## config.mk

```make
export PLATFORM = sky130hd
export DESIGN_NAME = text_writer
export DESIGN_NICKNAME = d
export VERILOG_FILES = /design/src/rtl/text_writer.sv
export SDC_FILE = /design/constraint.sdc
export NUM_CORES = 1
export LEC_CHECK = 0
export ABC_CLOCK_PERIOD_IN_PS = 4480
export BUFFER_PORTS_ARGS = -buffer_cell sky130_fd_sc_hd__buf_4
export CORE_MARGIN = 2
export CORE_UTILIZATION = 54
export DETAILED_ROUTE_END_ITERATION = 6
export PLACE_DENSITY = 0.79
export SETUP_SLACK_MARGIN = 0.5
export SYNTH_ARGS = -nofsm -noshare
export SYNTH_HDL_FRONTEND = slang
export SYNTH_SLANG_ARGS = --single-unit
```

## constraint.sdc

```tcl
create_clock -name clk -period 4.48 [get_ports clk]
set_input_delay 0.896 -clock clk [delete_from_list [all_inputs] [get_ports clk]]
set_output_delay 0.896 -clock clk [all_outputs]
set_load 0.02 [all_outputs]
```

## src/rtl/text_writer.sv

```systemverilog
// Converts an ASCII byte stream into tilemem writes on a COLS x ROWS grid.
// Optional feature TEXT_WRITER_LINECLR_EN blanks each newly entered row.
`ifndef FONT_WIDTH
`define FONT_WIDTH 8
`endif

module text_writer #(
  parameter int         COLS   = 20,
  parameter int         ROWS   = 15,
  parameter int         ADDR_W = 9,
  parameter logic [7:0] BLANK  = 8'h20
) (
  input  logic                   clk,
  input  logic                   resetn,
  input  logic [7:0]             in_data,
  input  logic                   in_valid,
  output logic                   in_ready,
  output logic                   wr_en,
  output logic [ADDR_W-1:0]      wr_addr,
  output logic [`FONT_WIDTH-1:0] wr_data,
  output logic [4:0]             cursor_col,
  output logic [3:0]             cursor_row,
  output logic                   busy
);

  localparam int                FW        = `FONT_WIDTH;
  localparam logic [4:0]        LAST_COL  = 5'(COLS - 1);
  localparam logic [3:0]        LAST_ROW  = 4'(ROWS - 1);
  localparam logic [ADDR_W-1:0] LAST_CELL = ADDR_W'(COLS * ROWS - 1);
  localparam logic [FW-1:0]     BLANK_W   = FW'(BLANK);

`ifdef TEXT_WRITER_LINECLR_EN
  typedef enum logic [1:0] {S_CLEAR = 2'd0, S_IDLE = 2'd1, S_LCLR = 2'd2} state_t;
`else
  typedef enum logic [1:0] {S_CLEAR = 2'd0, S_IDLE = 2'd1} state_t;
`endif

  state_t            state_q, state_d;
  logic [ADDR_W-1:0] clr_ptr_q, clr_ptr_d;
  logic [4:0]        col_q, col_d;
  logic [3:0]        row_q, row_d;
  logic              wr_en_q, wr_en_d;
  logic [ADDR_W-1:0] wr_addr_q, wr_addr_d;
  logic [FW-1:0]     wr_data_q, wr_data_d;
  logic              in_ready_q, in_ready_d;
  logic              busy_q, busy_d;
  logic              accept;
  logic [3:0]        row_inc;

  function automatic logic [ADDR_W-1:0] cell_addr(input logic [3:0] r, input logic [4:0] c);
    return ADDR_W'(r) * ADDR_W'(COLS) + ADDR_W'(c);
  endfunction

  assign accept  = in_valid & in_ready_q;
  assign row_inc = (row_q == LAST_ROW) ? 4'd0 : row_q + 4'd1;

  always_comb begin
    state_d   = state_q;
    clr_ptr_d = clr_ptr_q;
    col_d     = col_q;
    row_d     = row_q;
    wr_en_d   = 1'b0;
    wr_addr_d = wr_addr_q;
    wr_data_d = wr_data_q;
    case (state_q)
      S_CLEAR: begin
        wr_en_d   = 1'b1;
        wr_addr_d = clr_ptr_q;
        wr_data_d = BLANK_W;
        if (clr_ptr_q == LAST_CELL) begin
          clr_ptr_d = '0;
          state_d   = S_IDLE;
        end else begin
          clr_ptr_d = clr_ptr_q + 1'b1;
        end
      end
      S_IDLE: begin
        if (accept) begin
          if (in_data >= 8'h20 && in_data <= 8'h7E) begin
            wr_en_d   = 1'b1;
            wr_addr_d = cell_addr(row_q, col_q);
            wr_data_d = FW'(in_data);
            if (col_q == LAST_COL) begin
              col_d = 5'd0;
              row_d = row_inc;
            end else begin
              col_d = col_q + 5'd1;
            end
          end else begin
            case (in_data)
              8'h0D: col_d = 5'd0;
              8'h0A: row_d = row_inc;
              8'h08: begin
                // Backspace blanks the cell it moves onto; at column 0 it is a no-op.
                if (col_q != 5'd0) begin
                  col_d     = col_q - 5'd1;
                  wr_en_d   = 1'b1;
                  wr_addr_d = cell_addr(row_q, col_q - 5'd1);
                  wr_data_d = BLANK_W;
                end
              end
              8'h0C: begin
                col_d     = 5'd0;
                row_d     = 4'd0;
                clr_ptr_d = '0;
                state_d   = S_CLEAR;
              end
              default: ;
            endcase
          end
`ifdef TEXT_WRITER_LINECLR_EN
          // Any row change out of IDLE means a new row was entered.
          if (state_d == S_IDLE && row_d != row_q) begin
            state_d   = S_LCLR;
            clr_ptr_d = cell_addr(row_d, 5'd0);
          end
`endif
        end
      end
`ifdef TEXT_WRITER_LINECLR_EN
      S_LCLR: begin
        wr_en_d   = 1'b1;
        wr_addr_d = clr_ptr_q;
        wr_data_d = BLANK_W;
        if (clr_ptr_q == cell_addr(row_q, LAST_COL)) begin
          clr_ptr_d = '0;
          state_d   = S_IDLE;
        end else begin
          clr_ptr_d = clr_ptr_q + 1'b1;
        end
      end
`endif
      default: state_d = S_CLEAR;
    endcase
    in_ready_d = (state_d == S_IDLE);
    busy_d     = (state_d != S_IDLE);
  end

  always_ff @(posedge clk or negedge resetn) begin
    if (!resetn) begin
      state_q    <= S_CLEAR;
      clr_ptr_q  <= '0;
      col_q      <= '0;
      row_q      <= '0;
      wr_en_q    <= 1'b0;
      wr_addr_q  <= '0;
      wr_data_q  <= '0;
      in_ready_q <= 1'b0;
      busy_q     <= 1'b1;
    end else begin
      state_q    <= state_d;
      clr_ptr_q  <= clr_ptr_d;
      col_q      <= col_d;
      row_q      <= row_d;
      wr_en_q    <= wr_en_d;
      wr_addr_q  <= wr_addr_d;
      wr_data_q  <= wr_data_d;
      in_ready_q <= in_ready_d;
      busy_q     <= busy_d;
    end
  end

  assign in_ready   = in_ready_q;
  assign wr_en      = wr_en_q;
  assign wr_addr    = wr_addr_q;
  assign wr_data    = wr_data_q;
  assign cursor_col = col_q;
  assign cursor_row = row_q;
  assign busy       = busy_q;

endmodule

```

## Word-level counts from Yosys, hierarchy flattened

Index checks and enable logic that the tools add are counted.

| storage, ports and cells | value |
|---|---|
| bits of input ports | 11 |
| output and inout port bits | 29 |
| flip-flop bits (word level) | 40 |

| cells by class | value |
|---|---|
| equal/unequal tests | 17 |
| bitwise logic cells | 1 |
| multiply operators | 1 |
| mux-type cells | 33 |
| $add $sub $neg | 6 |
| magnitude comparators | 2 |
| reductions and logical operators | 11 |

Operators with widths:

| kind | count |
|---|---|
| 2-to-1 mux 9 bit | 8 |
| one-hot mux 9 bit (2 select lines) | 2 |
| equality test 8 x 4 -> 1 bit, second input constant | 4 |
| 2-to-1 mux 8 bit | 4 |
| adder 9 x 5 -> 9 bit | 2 |
| one-hot mux 8 bit (2 select lines) | 1 |
| AND reduction 4 bit | 4 |
| 2-to-1 mux 5 bit | 3 |
| 2-to-1 mux 4 bit | 3 |
| one-hot mux 5 bit (2 select lines) | 1 |
| adder 9 x 1 -> 9 bit, second input constant | 1 |
| equality test 9 bit, second input constant | 1 |
| != test 3 bit, second input constant | 3 |
| >= comparator 8 x 6 -> 1 bit, second input constant | 1 |
| less-or-equal comparator 8 x 7 -> 1 bit, second input constant | 1 |
| 2-to-1 mux 2 bit | 4 |
| one-hot mux 4 bit (2 select lines) | 1 |
| multiplier 4 x 3 -> 7 bit, second input constant | 1 |
| != test 2 x 1 -> 1 bit, second input constant | 3 |
| nonzero test 3 bit | 2 |
| adder 5 x 1 -> 5 bit, second input constant | 1 |
| equality test 5 bit, second input constant | 1 |
| nonzero test 5 bit | 1 |
| subtractor 5 x 1 -> 5 bit, second input constant | 1 |
| other kinds (12) | 17 |

## Longest topological paths before layout

| depth | value |
|---|---|
| depth after elaboration | 7 |
| mapped depth | 13 |
| mapped depth without buffers | 12 |

## Worst setup path after synthesis

No wires, ideal clock.

| timing path | value |
|---|---|
| path kind | input to register |
| start point | input port in_data[3] |
| end point | register wr_addr_q[8], in the netlist wr_addr[8] |
| setup slack | 1.141 ns |
| setup time | 0.096 ns |
| data arrival time | 3.243 ns |
| required time | 4.384 ns |
| path buffers | 1 |
| stages | 11 |
| cells stage by stage | and4_1 -> a41oi_2 -> clkbuf_1 -> nor2_1 -> xor2_1 -> ha_1 -> nor2b_1 -> o21ai_0 -> mux2i_1 -> a211oi_1 -> o31ai_1 |

| on the way | value |
|---|---|
| longest elaborated chain between the ends | 5 |

Ends and longest elaborated chain:

| what | RTL line | text |
|---|---|---|
| start, declared | 15 | `input logic [7:0] in_data,` |
| >= comparator 8 x 6 -> 1 bit / less-or-equal comparator 8 x 7 -> 1 bit (equally long branches) | 79 | `if (in_data >= 8'h20 && in_data <= 8'h7E) begin` |
| logical AND 1 bit | 79 |  |
| 2-to-1 mux 9 bit | 79 |  |
| 2-to-1 mux 9 bit | 78 | `if (accept) begin` |
| one-hot mux 9 bit (2 select lines) | 65 | `case (state_q)` |
| end signal, assigned | 156 | `wr_addr_q <= wr_addr_d;` |
| end, declared | 43 | `logic [ADDR_W-1:0] wr_addr_q, wr_addr_d;` |

Several ways; a longest one is shown, not always the timed one. The select of a mux whose other input is x is not followed.
A chain may end at the register's enable or synchronous reset.

## Worst setup path in the final report

Same ends and word-level chain as after synthesis.

==> qor.csv <==
stage;metric;value;unit
grt;first_global_vias;2047;
clock_network;cts-root-buf;clkbuf_8;
setup_path;crit_fanout;10;
power;swShare;33.1;%
sta;fmax;308;MHz
flow_run;drv_cap;0;
finish;nets;338;
setup_path;cp-end-kind;flop;
sta;rsz0062_at_grt;false;
grt;use_met1;33.2;%
floorplan;initial_utilization;56.9;%
sta;slew_viol_final;0;
grt;grt_use_total;23.9;%
clock_network;cts_buffers;5;
grt;grt_max_degree;41;
detailed_routing;drtPass1Iterations;4;
power;peakVddDrop;0.281;mV
power;intPower;643;uW
synth;syn_inst;279;
power;p_leak;0.00135;uW
setup_path;crit_required;4630;ps
detailed_routing;via_count;2205;
sta;period_minus_slack;3250;ps
sta;hold_violations;0;
synth;synth.avg_cell_area;9.00;sq um
finish;multi_input_area;0.00141;sq mm
power;share_seq_of_total_power;48.9;%
sta;finClkSkew;5.81;ps
finish;area_delta_synth_final;16.3;%
synth;async_flop_share;100;%
grt;grt.met2_usage;36.5;%
synth;synth_area;0.00251;sq mm
setup_path;startpoint;in_data[3];
sta;worst_pin_slew;1020;ps
clock_network;post_cts_buffers;0;
hold_path;min_from;wr_data[1];
synth;synth-main-ff-cell;dfrtp_1;
grt;grt_overflow;0;
power;p_sw;318;uW
detailed_routing;avgRoutedWirePerCell;15.7;um
sta;max_slew_margin;31.8;%
floorplan;fp.dieH;72.2;um
clock_network;clock_sinks;40;
synth;yosysSeqAreaShare;39.9;%
sta;tns;0;ps
sta;setup_violations;0;
clock_network;h-tree-depth;2;
grt;antenna_found_initial;0;
finish;antennaDiodeCount;0;
synth;ys_seq_elements;40;
power;combPwrFrac;24.9;%
run_status;status;finished clean;
finish;register_area;0.00100;sq mm
synth;synth_edf_count;0;
floorplan;ios;40;
grt;grt_busiest_layer;met2;
detailed_routing;drc;0;
finish;final.fill_count;372;
detailed_routing;viasPerCell;6.01;
sta;whs;470;ps
hold_path;min-delay-path-class;reg -> reg;
clock_network;cts_tree;yes;
setup_path;path_cells;buf_4 > and4_1 > a41o_2 > and2_1 > xnor2_1 > inv_1 > fa_1 > nor2b_1 > o21ai_0 > mux2i_1 > a211oi_1 > o31ai_1;
placement;hpwl;4140;um
placement;io_buffers;39;
clock_network;clk_latency;300;ps
floorplan;die_width;72.2;um
clock_network;clk_pin_slew;80;ps
placement;place_congestion;0.909;
floorplan;rows;24;
detailed_routing;ant_nets;0;
clock_network;ctsHoldBuffers;0;
clock_network;clockBufferDepth;2;
detailed_routing;wl;5750;um
synth;synth_cell_types;53;
floorplan;dieArea;0.00521;sq mm
floorplan;core;0.00441;sq mm
detailed_routing;drt_first_iter_violations;196;
setup_path;critPathMaxStageDelay;400;ps
setup_path;cp_slowest_cell;fa_1;
grt;use_met3;5.69;%
synth;synthesis.nets;303;
power;power_density;329;mW/mm^2
synth;yosys_warnings;0;
clock_network;post_cts_resize_count;0;
sta;min_period_over_period;72.5;%
setup_path;arrival;3390;ps
setup_path;worstReg2RegStart;cursor_col[0];
power;clockPowerShare;26.2;%
setup_path;startpoint_type;input port;
finish;drive_above_1_share;16.8;%
grt;grt_pass1_wl;9690;um
setup_path;crit_type;in -> reg;
-- synthesized netlist by cell type, drive strengths merged, types with 8 or more instances --
library cell | number | area, sq um
inv | 15 | 56.3
ha | 11 | 138
nand2 | 38 | 143
nand3 | 10 | 50.1
mux2i | 8 | 80.1
nor2 | 16 | 60.1
dfrtp | 39 | 976
clkbuf | 9 | 33.8
a21oi | 12 | 60.1
nand4 | 8 | 50.1
o21ai | 21 | 105
-- power by group through the flow --
stage          clock [uW]  sequential, uW  combinational [uW]
2_1_floorplan           0             483                 141
3_3_place_gp            0             473                 234
3_5_place_dp            0             476                 240
4_1_cts               256             469                 241
5_1_grt               270             482                 270
6_report              252             470                 239
-- per-layer routing --
metal,wire length (um),vias up
li1,-,1095
met3,322,4
met1,2700,1044
met2,2660,62
met4,55,0
met5,0,-
-- logic make-up (layout without fill, tap and decap cells) --
logic type / after synthesis / after routing / synth area share [%]
xor gates and xnor gates: 7 / 7 / 2.44
muxes: 8 / 8 / 3.19
other: 1 / 1 / 0.149
DFF: 40 / 40 / 39.9
AOI/OAI and AO/OA: 76 / 76 / 21.0
and+or+nand+nor: 107 / 107 / 21.8
adders and majority gates: 13 / 13 / 7.08
buffers and inverters: 27 / 63 / 4.43
-- metrics by stage --
stage	utilization [%]	cells	total power, uW	setup WS (ps)	cell area [sq um]
final	66.2	367	961	1230	2920
after global routing	66.2	367	1020	1050	2920
after CTS	66.2	367	965	1260	2920
after detailed placement	64.1	359	716	945	2830
after global placement	64.1	359	708	1020	2830
after floorplan	-	279	623	1140	2510
-- layout by cell type, fill, tap and decap left out, drive strengths merged, types with 2 or more instances in the layout --
cell and instances:
a211oi 3, a21oi 12, a22o 6, a31oi 6, and2 4, and3 4, buf 40, clkbuf 8
dfrtp 39, fa 2, ha 11, inv 15, mux2i 8, nand2 38, nand2b 3, nand3 10
nand4 8, nor2 16, nor2b 6, nor3 6, nor4 2, nor4b 3, nor4bb 2, o211ai 5
o21ai 21, o21bai 2, o2bb2ai 3, o31ai 5, o41ai 2, xnor2 3, xor2 4
-- sequential cells by signal, summed over array words and instances (netlist names) --
| register | count |
|---|---|
| busy | 1 |
| clr_ptr_q | 9 |
| state_q | 2 |
| in_ready | 1 |
| cursor_col | 5 |
| wr_data | 8 |
| cursor_row | 4 |
| wr_addr | 9 |
| wr_en | 1 |
-- critical path: cells and delay by family --
family	cells	cell delay, ps
compound gates	4	890
simple gates	3	610
buf+inv	2	220
fa+ha+maj	1	400
xor+xnor	1	200
mux	1	160
-- path summary, 6_finish.rpt --
path                                  to  slack (ps)  depth (start not counted)
hold reg to reg               wr_data[1]         470                          2
max in group asynchronous           busy        3560                          1
setup reg to reg              wr_addr[8]        1690                         11
min in group asynchronous  cursor_col[0]         560                          1
hold / removal                wr_data[1]         470                          2
setup / recovery              wr_addr[8]        1230                         12
-- area by class of cell --
type / instances / share of cell area [%]
flip-flops and latches: 40 / 34.3
well taps: 52 / 2.23
repair buffers: 40 / 10.3
multi-input cells: 212 / 48.2
inverters: 15 / 1.93
clock buffers: 8 / 3.08
Power figures use the tool's default switching activity.
